## src/rtl/cpu_pkg.sv

```systemverilog
// rtl/cpu_pkg.sv - shared fetch-stage types and constants
package cpu_pkg;
    localparam int INSTR_W = 32;
    localparam logic [31:0] PC_INC = 32'd4;

    typedef enum logic [1:0] {
        IDLE = 2'd0,
        REQ  = 2'd1,
        DROP = 2'd2
    } fetch_state_t;
endpackage

```

## src/rtl/fetch_fifo.sv

```systemverilog
// rtl/fetch_fifo.sv - synchronous {pc, instruction} FIFO with push/pop/flush and occupancy flags
module fetch_fifo #(
    parameter int DEPTH = 4,
    parameter int WIDTH = 64
) (
    input  logic                     clk_i,
    input  logic                     rst_i,
    input  logic                     push_i,
    input  logic                     pop_i,
    input  logic                     flush_i,
    input  logic [WIDTH-1:0]         wdata_i,
    output logic [WIDTH-1:0]         rdata_o,
    output logic [$clog2(DEPTH):0]   count_o,
    output logic                     full_o,
    output logic                     empty_o
);
    localparam int AW = $clog2(DEPTH);
    localparam logic [AW:0] FULL_C = (AW+1)'(DEPTH);

    logic [WIDTH-1:0] mem [DEPTH];
    logic [AW-1:0]    wr_ptr, rd_ptr;
    logic [AW:0]      count;
    logic             do_push, do_pop;

    assign empty_o = (count == '0);
    assign full_o  = (count == FULL_C);
    assign count_o = count;
    assign rdata_o = mem[rd_ptr];

    // a push into a full FIFO is accepted when the head leaves on the same edge
    assign do_pop  = pop_i && !empty_o;
    assign do_push = push_i && (!full_o || do_pop);

    always_ff @(posedge clk_i or posedge rst_i) begin
        if (rst_i) begin
            wr_ptr <= '0;
            rd_ptr <= '0;
            count  <= '0;
        end else if (flush_i) begin
            wr_ptr <= '0;
            rd_ptr <= '0;
            count  <= '0;
        end else begin
            if (do_push) wr_ptr <= wr_ptr + AW'(1);
            if (do_pop)  rd_ptr <= rd_ptr + AW'(1);
            count <= count + (AW+1)'(do_push) - (AW+1)'(do_pop);
        end
    end

    always_ff @(posedge clk_i) begin
        if (do_push && !flush_i) mem[wr_ptr] <= wdata_i;
    end
endmodule

```

## src/rtl/ifetch_prefetch_queue.sv

```systemverilog
// rtl/ifetch_prefetch_queue.sv - run-ahead instruction fetch with redirect flush and prefetch FIFO
// IFETCH_BYPASS_EN: forwards an ack straight to the outputs when the FIFO is empty
module ifetch_prefetch_queue
    import cpu_pkg::*;
#(
    parameter int          DEPTH    = 4,
    parameter logic [31:0] RESET_PC = 32'h0000_0000
) (
    input  logic               clk_i,
    input  logic               rst_i,
    output logic               imem_req_o,
    output logic [31:0]        imem_addr_o,
    input  logic               imem_ack_i,
    input  logic [INSTR_W-1:0] imem_data_i,
    input  logic               redirect_i,
    input  logic [31:0]        redirect_pc_i,
    output logic               inst_valid_o,
    input  logic               inst_ready_i,
    output logic [INSTR_W-1:0] inst_o,
    output logic [31:0]        pc_o
);
    localparam int CW = $clog2(DEPTH) + 1;
    localparam logic [CW:0] DEPTH_C = (CW+1)'(DEPTH);

    fetch_state_t state, state_next;
    logic [31:0]  fetch_pc, fetch_pc_next, drop_pc, drop_pc_next, target;
    logic         push, pop, bypass, fifo_wr, fifo_rd, fifo_full, fifo_empty;
    logic [CW-1:0] fifo_count;
    logic [CW:0]  count_next;
    logic [63:0]  fifo_rdata;

    assign target = redirect_pc_i & ~32'h3;
    assign push   = (state == REQ) && imem_ack_i && !redirect_i;

`ifdef IFETCH_BYPASS_EN
    assign bypass = push && fifo_empty;
`else
    assign bypass = 1'b0;
`endif

    assign inst_valid_o = !fifo_empty || bypass;
    assign pop          = inst_valid_o && inst_ready_i;
    // a bypassed word taken this cycle never touches storage
    assign fifo_wr      = push && !(bypass && inst_ready_i);
    assign fifo_rd      = pop && !bypass;
    assign count_next   = {1'b0, fifo_count} + (CW+1)'(fifo_wr) - (CW+1)'(fifo_rd);

    fetch_fifo #(.DEPTH(DEPTH), .WIDTH(64)) u_fifo (
        .clk_i   (clk_i),
        .rst_i   (rst_i),
        .push_i  (fifo_wr),
        .pop_i   (fifo_rd),
        .flush_i (redirect_i),
        .wdata_i ({fetch_pc, imem_data_i}),
        .rdata_o (fifo_rdata),
        .count_o (fifo_count),
        .full_o  (fifo_full),
        .empty_o (fifo_empty)
    );

    always_ff @(posedge clk_i or posedge rst_i) begin
        if (rst_i) begin
            state    <= IDLE;
            fetch_pc <= RESET_PC;
            drop_pc  <= '0;
        end else begin
            state    <= state_next;
            fetch_pc <= fetch_pc_next;
            drop_pc  <= drop_pc_next;
        end
    end

    always_comb begin
        state_next    = state;
        fetch_pc_next = fetch_pc;
        drop_pc_next  = drop_pc;
        case (state)
            IDLE: begin
                if (redirect_i) begin
                    fetch_pc_next = target;
                    state_next    = REQ;
                end else if (!fifo_full || fifo_rd) begin
                    state_next = REQ;
                end
            end
            REQ: begin
                if (redirect_i) begin
                    fetch_pc_next = target;
                    // an unanswered request must still be retired before the target is issued
                    if (!imem_ack_i) begin
                        drop_pc_next = fetch_pc;
                        state_next   = DROP;
                    end
                end else if (imem_ack_i) begin
                    fetch_pc_next = fetch_pc + PC_INC;
                    state_next    = (count_next < DEPTH_C) ? REQ : IDLE;
                end
            end
            DROP: begin
                if (redirect_i) fetch_pc_next = target;
                if (imem_ack_i) state_next = REQ;
            end
            default: state_next = IDLE;
        endcase
    end

    always_comb begin
        imem_req_o  = 1'b0;
        imem_addr_o = '0;
        case (state)
            REQ: begin
                imem_req_o  = 1'b1;
                imem_addr_o = fetch_pc;
            end
            DROP: begin
                imem_req_o  = 1'b1;
                imem_addr_o = drop_pc;
            end
            default: ;
        endcase
    end

    always_comb begin
        inst_o = '0;
        pc_o   = '0;
        if (bypass) begin
            inst_o = imem_data_i;
            pc_o   = fetch_pc;
        end else if (!fifo_empty) begin
            pc_o   = fifo_rdata[63:32];
            inst_o = fifo_rdata[31:0];
        end
    end
endmodule

```

## config.mk

```make
export PLATFORM = sky130hd
export DESIGN_NAME = ifetch_prefetch_queue
export DESIGN_NICKNAME = d
export VERILOG_FILES = /design/src/rtl/cpu_pkg.sv /design/src/rtl/fetch_fifo.sv /design/src/rtl/ifetch_prefetch_queue.sv
export SDC_FILE = /design/constraint.sdc
export NUM_CORES = 1
export LEC_CHECK = 0
export CAP_MARGIN = 20
export CORE_ASPECT_RATIO = 0.75
export CORE_MARGIN = 3
export CORE_UTILIZATION = 48
export DETAILED_ROUTE_END_ITERATION = 16
export GPL_ROUTABILITY_DRIVEN = 0
export PLACE_DENSITY = 0.7
export SLEW_MARGIN = 0
export SYNTH_ARGS = -nofsm -noshare
export SYNTH_HDL_FRONTEND = slang
export SYNTH_SLANG_ARGS = --single-unit
```

## constraint.sdc

```tcl
create_clock -name clk_i -period 5.6 [get_ports clk_i]
set_input_delay 0.56 -clock clk_i [delete_from_list [all_inputs] [get_ports clk_i]]
set_output_delay 0.56 -clock clk_i [all_outputs]
set_load 0.005 [all_outputs]
```

==> results of run 1 <==
-- power groups by stage --
| stage | clock network [mW] | logic (mW) | registers, mW |
|---|---|---|---|
| finish | 1.98 | 2.81 | 3.49 |
| global route | 2.13 | 3.07 | 3.56 |
| CTS | 2.03 | 2.83 | 3.49 |
| detailed placement | 0 | 2.81 | 3.54 |
| global placement | 0 | 2.79 | 3.51 |
| floorplan | 0 | 1.75 | 3.29 |
-- placed cells by master (no fill, tap or decap), types with 6 or more instances in the layout --
cell and n:
edfxtp_1 248, clkdlybuf4s50_1 160, and2_1 67, dfrtp_1 67
mux4_2 62, nand2_1 38, nor2b_1 34, a22oi_1 32
clkbuf_16 30, mux2_2 29, a21oi_1 29, o21ai_0 21
nor2_1 20, clkbuf_1 15, buf_4 15, inv_1 14
ha_1 13, nand3_1 11, o22ai_1 11, and3_1 10
nor3_1 7, a2bb2oi_1 7, or3_1 6
-- critical path: cells and delay by family (launching register included) --
family,cells,cell delay [ns]
multiplexers,1,0.38
flip-flops,1,0.94
AND/OR/NAND/NOR,1,0.18
buffers and inverters,2,1.07
-- cells by family after synthesis --
family	share of synthesized area [%]
DFF	67.7
and+or+nand+nor	9.22
AOI/OAI and AO/OA	6.28
muxes	12.8
buffers and inverters	2.44
adders and majority gates	1.35
xor gates and xnor gates	0.258
other	0.0277
-- routing by layer --
layer,global-route usage [%],share of wire [%],up-vias
li1,-,-,3591
met5,0,0,-
met4,4.99,2.3,0
met2,29.9,45,280
met3,3.25,6.7,49
met1,31.2,46,3988
-- final timing paths --
check,startpoint,to,slack (ns),depth (start not counted)
setup / recovery,u_fifo.rd_ptr[1]$_DFFE_PP0P_,pc_o[2],1.90,4
hold / removal,drop_pc[6]$_DFFE_PP0P_,drop_pc[6]$_DFFE_PP0P_,0.49,2
setup reg to reg,state[0]$_DFFE_PP0P_,fetch_pc[29]$_DFFE_PP0P_,2.62,8
hold reg to reg,drop_pc[6]$_DFFE_PP0P_,drop_pc[6]$_DFFE_PP0P_,0.49,2
max in group asynchronous,rst_i,u_fifo.rd_ptr[0]$_DFFE_PP0P_,4.32,3
min in group asynchronous,rst_i,u_fifo.count_o[2]$_DFF_PP0_,0.59,3
-- through the flow --
step                      instances  utilization (%)  cell area (sq um)
after CTS                      1405             60.2              16500
after floorplan                 856                -              13600
final                          1406             60.2              16500
after global routing           1406             60.2              16500
after detailed placement       1349             56.6              15500
after global placement         1349             56.6              15500
-- cell type report --
type                       count  area, sq um
tap                          378          473
sequential                   317         9180
timing repair buffer         176         1730
inverter                      15         56.3
clock inverter                 7          105
multi-input combinational    464         4090
fill                        2053        10900
clock buffer                  49          862
-- sequential cells by signal, indices dropped and copies added (netlist names) --
register        flops
u_fifo.mem        248
u_fifo.rd_ptr       2
u_fifo.wr_ptr       2
fetch_pc           30
drop_pc            30
u_fifo.count_o      3
state               2
==> results by group, run 1 <==
Clock tree
  • Worst-path clk slew: ~0.070 ns
  • Setup Fix Bufs, Post-CTS: 0
  • CTS max path bufs: 3
  • Hold_buf cts: 0
  • CTS tree: done
  • CTS H-tree lvls: 1
  • CTS Root Cell: clkbuf_16
  • Clk Latency, worst-skew pair: 0.57 ns
  • Post-cts repair resize count: 0
  • Total CTS buffers: 30
  • Clk sink count: 317

Global routing
  • Largest net degree at the start of global routing: 70
  • Number of global-route vias before repair: 7,871
  • Grt total ovfl: 0
  • GR Util All Layers: 20.1%
  • First-pass GRT wire length: 46.6 mm
  • Initial antenna violation count: 0

Worst setup path
  • CP Class: flop to output pin
  • Max incr delay on CP: 0.94 ns
  • Worst EP required: around 5.0 ns
  • Critical-path cell list: buf_4, mux4_2, and2_1, clkdlybuf4s50_1
  • CP max-delay cell: dfrtp_2
  • Worst Setup End Kind: output pin
  • WP data arrival: about 3.1 ns
  • Critical Path Fanout Max: 33
  • CP Launch Type: flop

Synth
  • Post-synth EDFFs: 248
  • YS warnings: 0
  • Ys async rst share: 21.8%
  • Main area contributors after synthesis: edfxtp_1 (55%), dfrtp_1 (13%), mux4_2 (10%), and2_1 (3.3%), mux2_2 (2.4%)
  • Synthesized flop and latch total: 317
  • Synthesized area: 13,600 sq um
  • Cell taking the most area after synthesis: edfxtp_1
  • Seq/Total Area, Yosys: 67.7%
  • Most frequent cell after synthesis: edfxtp_1
  • Post-synth top area share: 54.9%
  • Post-synthesis cell count: approximately 850
  • Netlist cell types: 58
  • Post-synthesis area per instance: 15.9 sq um
  • Most frequent cells after synthesis: edfxtp_1 (248), and2_1 (71), dfrtp_1 (69)
  • Post-synth top flop: edfxtp_1

Die
  • DIE AREA: 30,300 sq um
  • Row Count: 52
  • Die X: 200 microns
  • Die Ht: ~150 microns
  • Core Region: 27,400 sq um
  • IO Count: 167
  • Initial Util: roughly half

Run
  • Max cap viols: 0

Final layout
  • Fraction of layout cells with a size suffix above 1: 15.6%
  • Nets: 1,087
  • Syn-to-layout area delta: 21.7%
  • Antenna Cells: 0

Power and ir drop
  • Logic pwr share: 33.9%
  • Final Power: 8.28 mW
  • VDD IR-drop max: 0.000406 V
  • Clock power share: 23.9%
  • Pwr per Cell Area: roughly 500 nW/um^2
  • Lkg Pwr: 5.52 nW
  • Sw Pwr: roughly 2.6 mW
  • Sequential power share: 42.2%
  • Switching Fraction: 31.3%
  • P_int: between 5 and 6 mW

Routing
  • ANT nets after route: 0
  • Vias per inst: ~5.6
  • Starting DRT DRC Count: 591
  • WL per Instance: 21.5 microns
  • Routed WL: 30.2 mm
  • Via count: 7,908
  • Total iterations of the first detailed-routing run: 5
  • Drt drc: 0

Worst hold path
  • Worst hold path class: flop to flop

Timing
  • Hold_ws: 0.492 ns
  • Fin. Hold Viols: 0
  • Setup WS post-layout: around 1.9 ns
  • Final setup TNS: 0 ns
  • Clock skew: 0.0175 ns
  • Relative slew margins: roughly a third
  • Final setup viols: 0
  • Final Max Slew Viols: 0
  • Slew @ Worst Pin: 0.999 ns
  • Fmax: between 200 and 300 MHz
  • Tcrit/Tclk final: 66.0%
  • RSZ-0062 raised after global routing: false
  • Final Critical Period: 3.70 ns

Run status
  • Status: completed

Placed design
  • Buffers on Ports: 160
  • Place WS: 1.92 ns
  • HPWL Detailed: 18.4 mm
(Power assumes the default switching activity.)
==> inputs of run 2 (changes only) <==
Clock period 5.6 ns to 3.8 ns, I/O delays scaled along.
==> run 2 against run 1 <==
Via count increased by 0.99%. Critical path depth unchanged. Clock skew is 0.0085 ns lower. Global-route usage grew 0.50 points. Sequential cell count unchanged. Power up 53%. Setup slack got worse by 1.3 ns. Largest cell class unchanged.
==> results by group, run 2 (synthesis gave the netlist of run 1 again) <==
Global routing
  • Initial antenna violation count: 0 (unchanged)
  • Number of global-route vias before repair: 8,134 (was 7,871)
  • First-pass GRT wire length: 47.8 mm (was 46.6 mm)
  • Grt total ovfl: 0 (unchanged)
  • GR Util All Layers: 20.6% (was 20.1%)
  • Largest net degree at the start of global routing: 64 (was 70)

Worst setup path
  • Worst EP required: 3.42 ns (was 5.04 ns)
  • Worst Setup End Kind: output pin (unchanged)
  • WP data arrival: 2.85 ns (was 3.14 ns)
  • CP Class: flop to output pin (unchanged)
  • Critical Path Fanout Max: 26 (was 33)
  • CP Launch Type: flop (unchanged)

Routing
  • WL per Instance: 21.8 microns (was 21.5 microns)
  • Starting DRT DRC Count: 631 (was 591)
  • Vias per inst: 5.62 (about the same)
  • Via count: 7,986 (was 7,908)
  • Total iterations of the first detailed-routing run: 5 (unchanged)
  • Routed WL: 30.9 mm (was 30.2 mm)
  • ANT nets after route: 0 (unchanged)
  • Drt drc: 0 (unchanged)

Clock tree
  • Clk sink count: 317 (unchanged)
  • Total CTS buffers: 30 (unchanged)
  • CTS H-tree lvls: 1 (unchanged)
  • Clk Latency, worst-skew pair: 0.56 ns (was 0.57 ns)
  • CTS max path bufs: 3 (unchanged)
  • CTS Root Cell: clkbuf_16 (unchanged)
  • Setup Fix Bufs, Post-CTS: 0 (unchanged)
  • Worst-path clk slew: 0.06 ns (was 0.07 ns)
  • Hold_buf cts: 0 (unchanged)
  • Post-cts repair resize count: 0 (unchanged)
  • CTS tree: done (unchanged)

Worst hold path
  • Worst hold path class: input port to async pin (was flop to flop)

Timing
  • Final setup viols: 0 (unchanged)
  • RSZ-0062 raised after global routing: false (unchanged)
  • Final setup TNS: 0 ns (unchanged)
  • Clock skew: 0.00901 ns (was 0.0175 ns)
  • Final Critical Period: 3.23 ns
  • Relative slew margins: 29.9% (was 33.4%)
  • Final Max Slew Viols: 0 (unchanged)
  • Fin. Hold Viols: 0 (unchanged)
  • Tcrit/Tclk final: 85.0%
  • Slew @ Worst Pin: 1.05 ns (was 0.999 ns)
  • Fmax: 310 MHz

Die
  • Die Ht: 152 microns (unchanged)
  • Core Region: 27,400 sq um (unchanged)
  • Die X: 200 microns (unchanged)
  • IO Count: 167 (unchanged)
  • Initial Util: 49.5% (unchanged)
  • DIE AREA: 30,300 sq um (unchanged)
  • Row Count: 52 (unchanged)

Final layout
  • Antenna Cells: 0 (unchanged)
  • Most frequent cells in the layout: edfxtp_1 (248), clkdlybuf4s50_1 (160), and2_1 (67), dfrtp_1 (67), mux4_2 (62) (unchanged)
  • Max reg flops: 248 (unchanged)
  • Layout Utilization: 61.6% (was 60.2%)
  • Fillers: 2,057 (was 2,053)
  • Commonest non-fill, non-tap cell in the layout: edfxtp_1 (unchanged)
  • Fraction of layout cells with a size suffix above 1: 17.6% (was 15.6%)
  • Largest regs: u_fifo.mem: 248 flops, drop_pc: 30 flops, fetch_pc: 30 flops (unchanged)
  • Syn-to-layout area delta: 24.4% (was 21.7%)
  • Largest reg by FF count: u_fifo.mem (unchanged)
  • Nets: 1,101 (was 1,087)

Placed design
  • HPWL Detailed: 19.9 mm (was 18.4 mm)
  • Buffers on Ports: 160 (unchanged)

Run
  • Max cap viols: 0 (unchanged)

Run status
  • Status: completed (unchanged)

Power and ir drop
  • VDD IR-drop max: 0.000388 V (was 0.000406 V)
  • Pwr per Cell Area: 750 nW/um^2 (was 502 nW/um^2)
  • Lkg Pwr: 5.69 nW (was 5.52 nW)
==> run 2: cell count changes in the layout (fill, tap and decap cells not counted), sizes merged <==
cell / before / now
buf: 16 / 30
bufinv: 2 / 8
clkbuf: 49 / 34
clkinv: 5 / 13
clkinvlp: 0 / 1
==> run 2: area by class of cell <==
cell class | instances | area [sq um] | share of cell area, %
flip-flops and latches | 317 | 9180 | 54.4
multi-input cells | 464 | 4090 | 24.3
repair buffers | 190 | 1960 | 11.6
clock buffers | 34 | 776 | 4.60
well taps | 378 | 473 | 2.80
clock inverters | 22 | 323 | 1.91
inverters | 15 | 56.3 | 0.334
==> run 2: critical path, cell delays in order (launching register included) <==
cell,delay (ns)
dfrtp_4,0.81
buf_12,0.30
mux4_2,0.52
and2_1,0.16
clkdlybuf4s50_1,0.47
==> run 2: metal layers <==
metal	track usage [%]	share of wire (%)	vias to the layer above
li1	-	-	3627
met1	30.9	46	4058
met2	32.6	46	269
met3	3.47	6.8	32
met4	3.42	1.4	0
met5	0	0	-
==> run 2: final timing paths <==
check | from | end | slack, ns | cells after the start
worst min register to register | drop_pc[6]$_DFFE_PP0P_ | drop_pc[6]$_DFFE_PP0P_ | 0.49 | 2
worst max-delay path | u_fifo.rd_ptr[0]$_DFFE_PP0P_ | pc_o[9] | 0.57 | 4
min in group clk_i | redirect_pc_i[3] | fetch_pc[3]$_DFFE_PP0P_ | 0.40 | 3
worst max register to register | state[0]$_DFFE_PP0P_ | fetch_pc[27]$_DFFE_PP0P_ | 1.11 | 7
worst min-delay path | rst_i | u_fifo.count_o[2]$_DFF_PP0_ | 0.16 | 2
max in group asynchronous | rst_i | fetch_pc[17]$_DFFE_PP0P_ | 2.86 | 3
==> run 2: per-stage QoR <==
stage | hold WS, ns | power (mW) | setup WS, ns | cell area (sq um) | std cells
after floorplan | 0.450 | 7.42 | 0.617 | 13600 | 856
after global placement | 0.464 | 9.36 | 0.874 | 15800 | 1364
after global routing | 0.201 | 13.3 | 0.382 | 16900 | 1420
final | 0.164 | 12.6 | 0.570 | 16900 | 1420
after CTS | 0.162 | 12.8 | 0.477 | 16900 | 1420
after detailed placement | 0.480 | 9.46 | 0.850 | 15800 | 1364
==> run 2: power breakdown <==
| part | internal (mW) | switching [mW] | total (mW) |
|---|---|---|---|
| logic | 2.34 | 1.87 | 4.21 |
| clock network | 2.01 | 1.27 | 3.28 |
| registers | 4.42 | 0.736 | 5.16 |
| total | 8.77 | 3.87 | 12.6 |
==> inputs of run 3 (changes only) <==
Settings changed: CORE_UTILIZATION 48 to 55, PLACE_DENSITY 0.7 to 0.79.
==> run 3 against run 2 <==
Routed wire length is 4.0% lower. Setup slack worse by 0.011 ns. Final area is 1.6% lower. Clock power is 11% lower. Sequential power hardly changed. Global-route usage is 2.1 points higher. Critical path depth stayed put. Clock skew is 0.0016 ns higher. Largest cell class unchanged. Largest power group unchanged. Highest routed layer unchanged.
==> results by group, run 3 (synthesis gave the netlist of run 1 again) <==
Final layout
  • Largest regs: u_fifo.mem: 248 flops, drop_pc: 30 flops, fetch_pc: 30 flops (unchanged)
  • Nets: 1,092 (was 1,101)
  • Final std cells w/o fill: 1,364 (was 1,420)
  • Max reg flops: 248 (unchanged)
  • Largest reg by FF count: u_fifo.mem (unchanged)
  • Syn-to-layout area delta: 22.3% (was 24.4%)
  • Commonest non-fill, non-tap cell in the layout: edfxtp_1 (unchanged)
  • Most frequent cells in the layout: edfxtp_1 (248), clkdlybuf4s50_1 (160), and2_1 (67), dfrtp_1 (67), mux4_2 (62) (unchanged)
  • Fraction of layout cells with a size suffix above 1: 16.8% (was 17.6%)

Clock tree
  • Clk Latency, worst-skew pair: 0.55 ns (was 0.56 ns)
  • CTS H-tree lvls: 1 (unchanged)
  • Clk sink count: 317 (unchanged)
  • CTS tree: done (unchanged)
  • CTS max path bufs: 3 (unchanged)
  • Setup Fix Bufs, Post-CTS: 0 (unchanged)
  • Hold_buf cts: 0 (unchanged)
  • Total CTS buffers: 29 (was 30)
  • CTS Root Cell: clkbuf_16 (unchanged)
  • Post-cts repair resize count: 0 (unchanged)
  • Worst-path clk slew: 0.06 ns (about the same)

Worst setup path
  • RR Endpoint: u_fifo.mem[0][8]$_DFFE_PP_ (was fetch_pc[27]$_DFFE_PP0P_)
  • WP data arrival: 2.86 ns (was 2.85 ns)
  • Critical Path Fanout Max: 28 (was 26)
  • Worst EP required: 3.42 ns (about the same)
  • R2r startpoint: state[1]$_DFFE_PP0P_ (was state[0]$_DFFE_PP0P_)
  • CP Launch Type: flop (unchanged)
  • Crit path to: inst_o[0] (was pc_o[9])
  • CP Class: flop to output pin (unchanged)
  • R2R setup slack: 1.09 ns (was 1.11 ns)
  • R2R cell count: 7 (unchanged)
  • Worst Setup End Kind: output pin (unchanged)
  • Critical path origin: u_fifo.rd_ptr[0]$_DFFE_PP0P_ (unchanged)

Die
  • DIE AREA: 26,600 sq um (was 30,300 sq um)
  • Die X: 187 microns (was 200 microns)
  • Row Count: 49 (was 52)
  • Initial Util: 56.3% (was 49.5%)
  • IO Count: 167 (unchanged)
  • Core Region: 24,100 sq um (was 27,400 sq um)
  • Die Ht: 142 microns (was 152 microns)

Timing
  • Final Max Slew Viols: 0 (unchanged)
  • Clock skew: 0.0106 ns (was 0.00901 ns)
  • Tcrit/Tclk final: 85.3% (was 85.0%)
  • Final setup TNS: 0 ns (unchanged)
  • Slew @ Worst Pin: 0.995 ns (was 1.05 ns)
  • RSZ-0062 raised after global routing: false (unchanged)
  • Relative slew margins: 33.3% (was 29.9%)
  • Final Critical Period: 3.24 ns (was 3.23 ns)
  • Fmax: 309 MHz (was 310 MHz)
  • Fin. Hold Viols: 0 (unchanged)
  • Final setup viols: 0 (unchanged)

Placed design
  • Buffers on Ports: 160 (unchanged)
  • HPWL Detailed: 18.7 mm (was 19.9 mm)
  • # placed instances: 1,308 (was 1,364)

Power and ir drop
  • Logic pwr share: 34.1% (was 33.3%)
  • P_int: 8.45 mW (was 8.77 mW)
  • Switching Fraction: 31.1% (was 30.6%)
  • Sequential power share: 42.1% (was 40.8%)
  • Pwr per Cell Area: 740 nW/um^2 (was 750 nW/um^2)
  • Lkg Pwr: 5.59 nW (was 5.69 nW)
  • Clock power share: 23.8% (was 25.9%)
  • VDD IR-drop max: 0.000487 V (was 0.000388 V)
  • Sw Pwr: 3.82 mW (was 3.87 mW)

Global routing
  • First-pass GRT wire length: 46.9 mm (was 47.8 mm)
  • GR Util All Layers: 22.7% (was 20.6%)
  • Number of global-route vias before repair: 8,073 (was 8,134)
  • Grt total ovfl: 0 (unchanged)
  • Largest net degree at the start of global routing: 64 (unchanged)
  • Initial antenna violation count: 0 (unchanged)

Run status
  • Status: completed (unchanged)

Routing
  • Starting DRT DRC Count: 770 (was 631)
  • Vias per inst: 5.94 (was 5.62)
  • Via count: 8,105 (was 7,986)
  • ANT nets after route: 0 (unchanged)
  • Drt drc: 0 (unchanged)
  • WL per Instance: 21.8 microns (about the same)
  • Total iterations of the first detailed-routing run: 5 (unchanged)
  • Routed WL: 29.7 mm (was 30.9 mm)

Run
  • Max cap viols: 0 (unchanged)

Worst hold path
  • Worst hold path class: input port to async pin (unchanged)
==> run 3: changes by cell type in the layout (fill, tap and decap cells not counted), sizes merged <==
cell    change
buf         -8
bufinv      -4
clkbuf      +1
diode       +1
inv         +1
==> run 3: power by group through the flow <==
stage,clock (mW),sequential (mW),combinational (mW)
6_report,2.92,5.16,4.19
5_1_grt,3.12,5.25,4.58
3_5_place_dp,0,5.21,4.16
2_1_floorplan,0,4.84,2.58
3_3_place_gp,0,5.17,4.10
4_1_cts,2.98,5.15,4.20
==> run 3: through the flow <==
stage	setup WS (ns)	util, %	power [mW]	hold WS [ns]	instance area, sq um
3_3_place_gp	0.987	64.8	9.27	0.465	15600
4_1_cts	0.483	68.7	12.3	0.186	16600
2_1_floorplan	0.617	-	7.42	0.450	13600
5_1_grt	0.376	68.8	13.0	0.217	16600
6_report	0.559	68.8	12.3	0.189	16600
3_5_place_dp	0.939	64.8	9.37	0.476	15600
==> run 3: final cells by class <==
class	instances	area, sq um
clock inverters	19	208
inverters	15	56.3
well taps	331	414
fillers	1575	7510
diodes	1	2.50
clock buffers	35	748
repair buffers	182	1890
multi-input cells	464	4090
flip-flops and latches	317	9180
==> run 3: per-layer routing <==
layer	global-route usage, %	part of all wire, %
met1	34.4	44
met2	36.1	47
met3	3.62	8.0
met4	3.78	1.5
met5	0	0
==> run 3: critical path: stages (launching register included) <==
cell             delay, ns
dfrtp_4               0.80
buf_12                0.27
mux4_2                0.56
and2_1                0.19
clkdlybuf4s50_1       0.44
==> run 3: worst min path at each step <==
stage / slack, ns / to / start / cells past startpoint
CTS: 0.19 / u_fifo.count_o[2]$_DFF_PP0_ / rst_i / 2
global placement: 0.46 / drop_pc[5]$_DFFE_PP0P_ / drop_pc[5]$_DFFE_PP0P_ / 2
floorplan: 0.45 / drop_pc[19]$_DFFE_PP0P_ / drop_pc[19]$_DFFE_PP0P_ / 2
finish: 0.19 / u_fifo.count_o[2]$_DFF_PP0_ / rst_i / 2
global route: 0.22 / u_fifo.count_o[2]$_DFF_PP0_ / rst_i / 2
detailed placement: 0.48 / drop_pc[5]$_DFFE_PP0P_ / drop_pc[5]$_DFFE_PP0P_ / 2
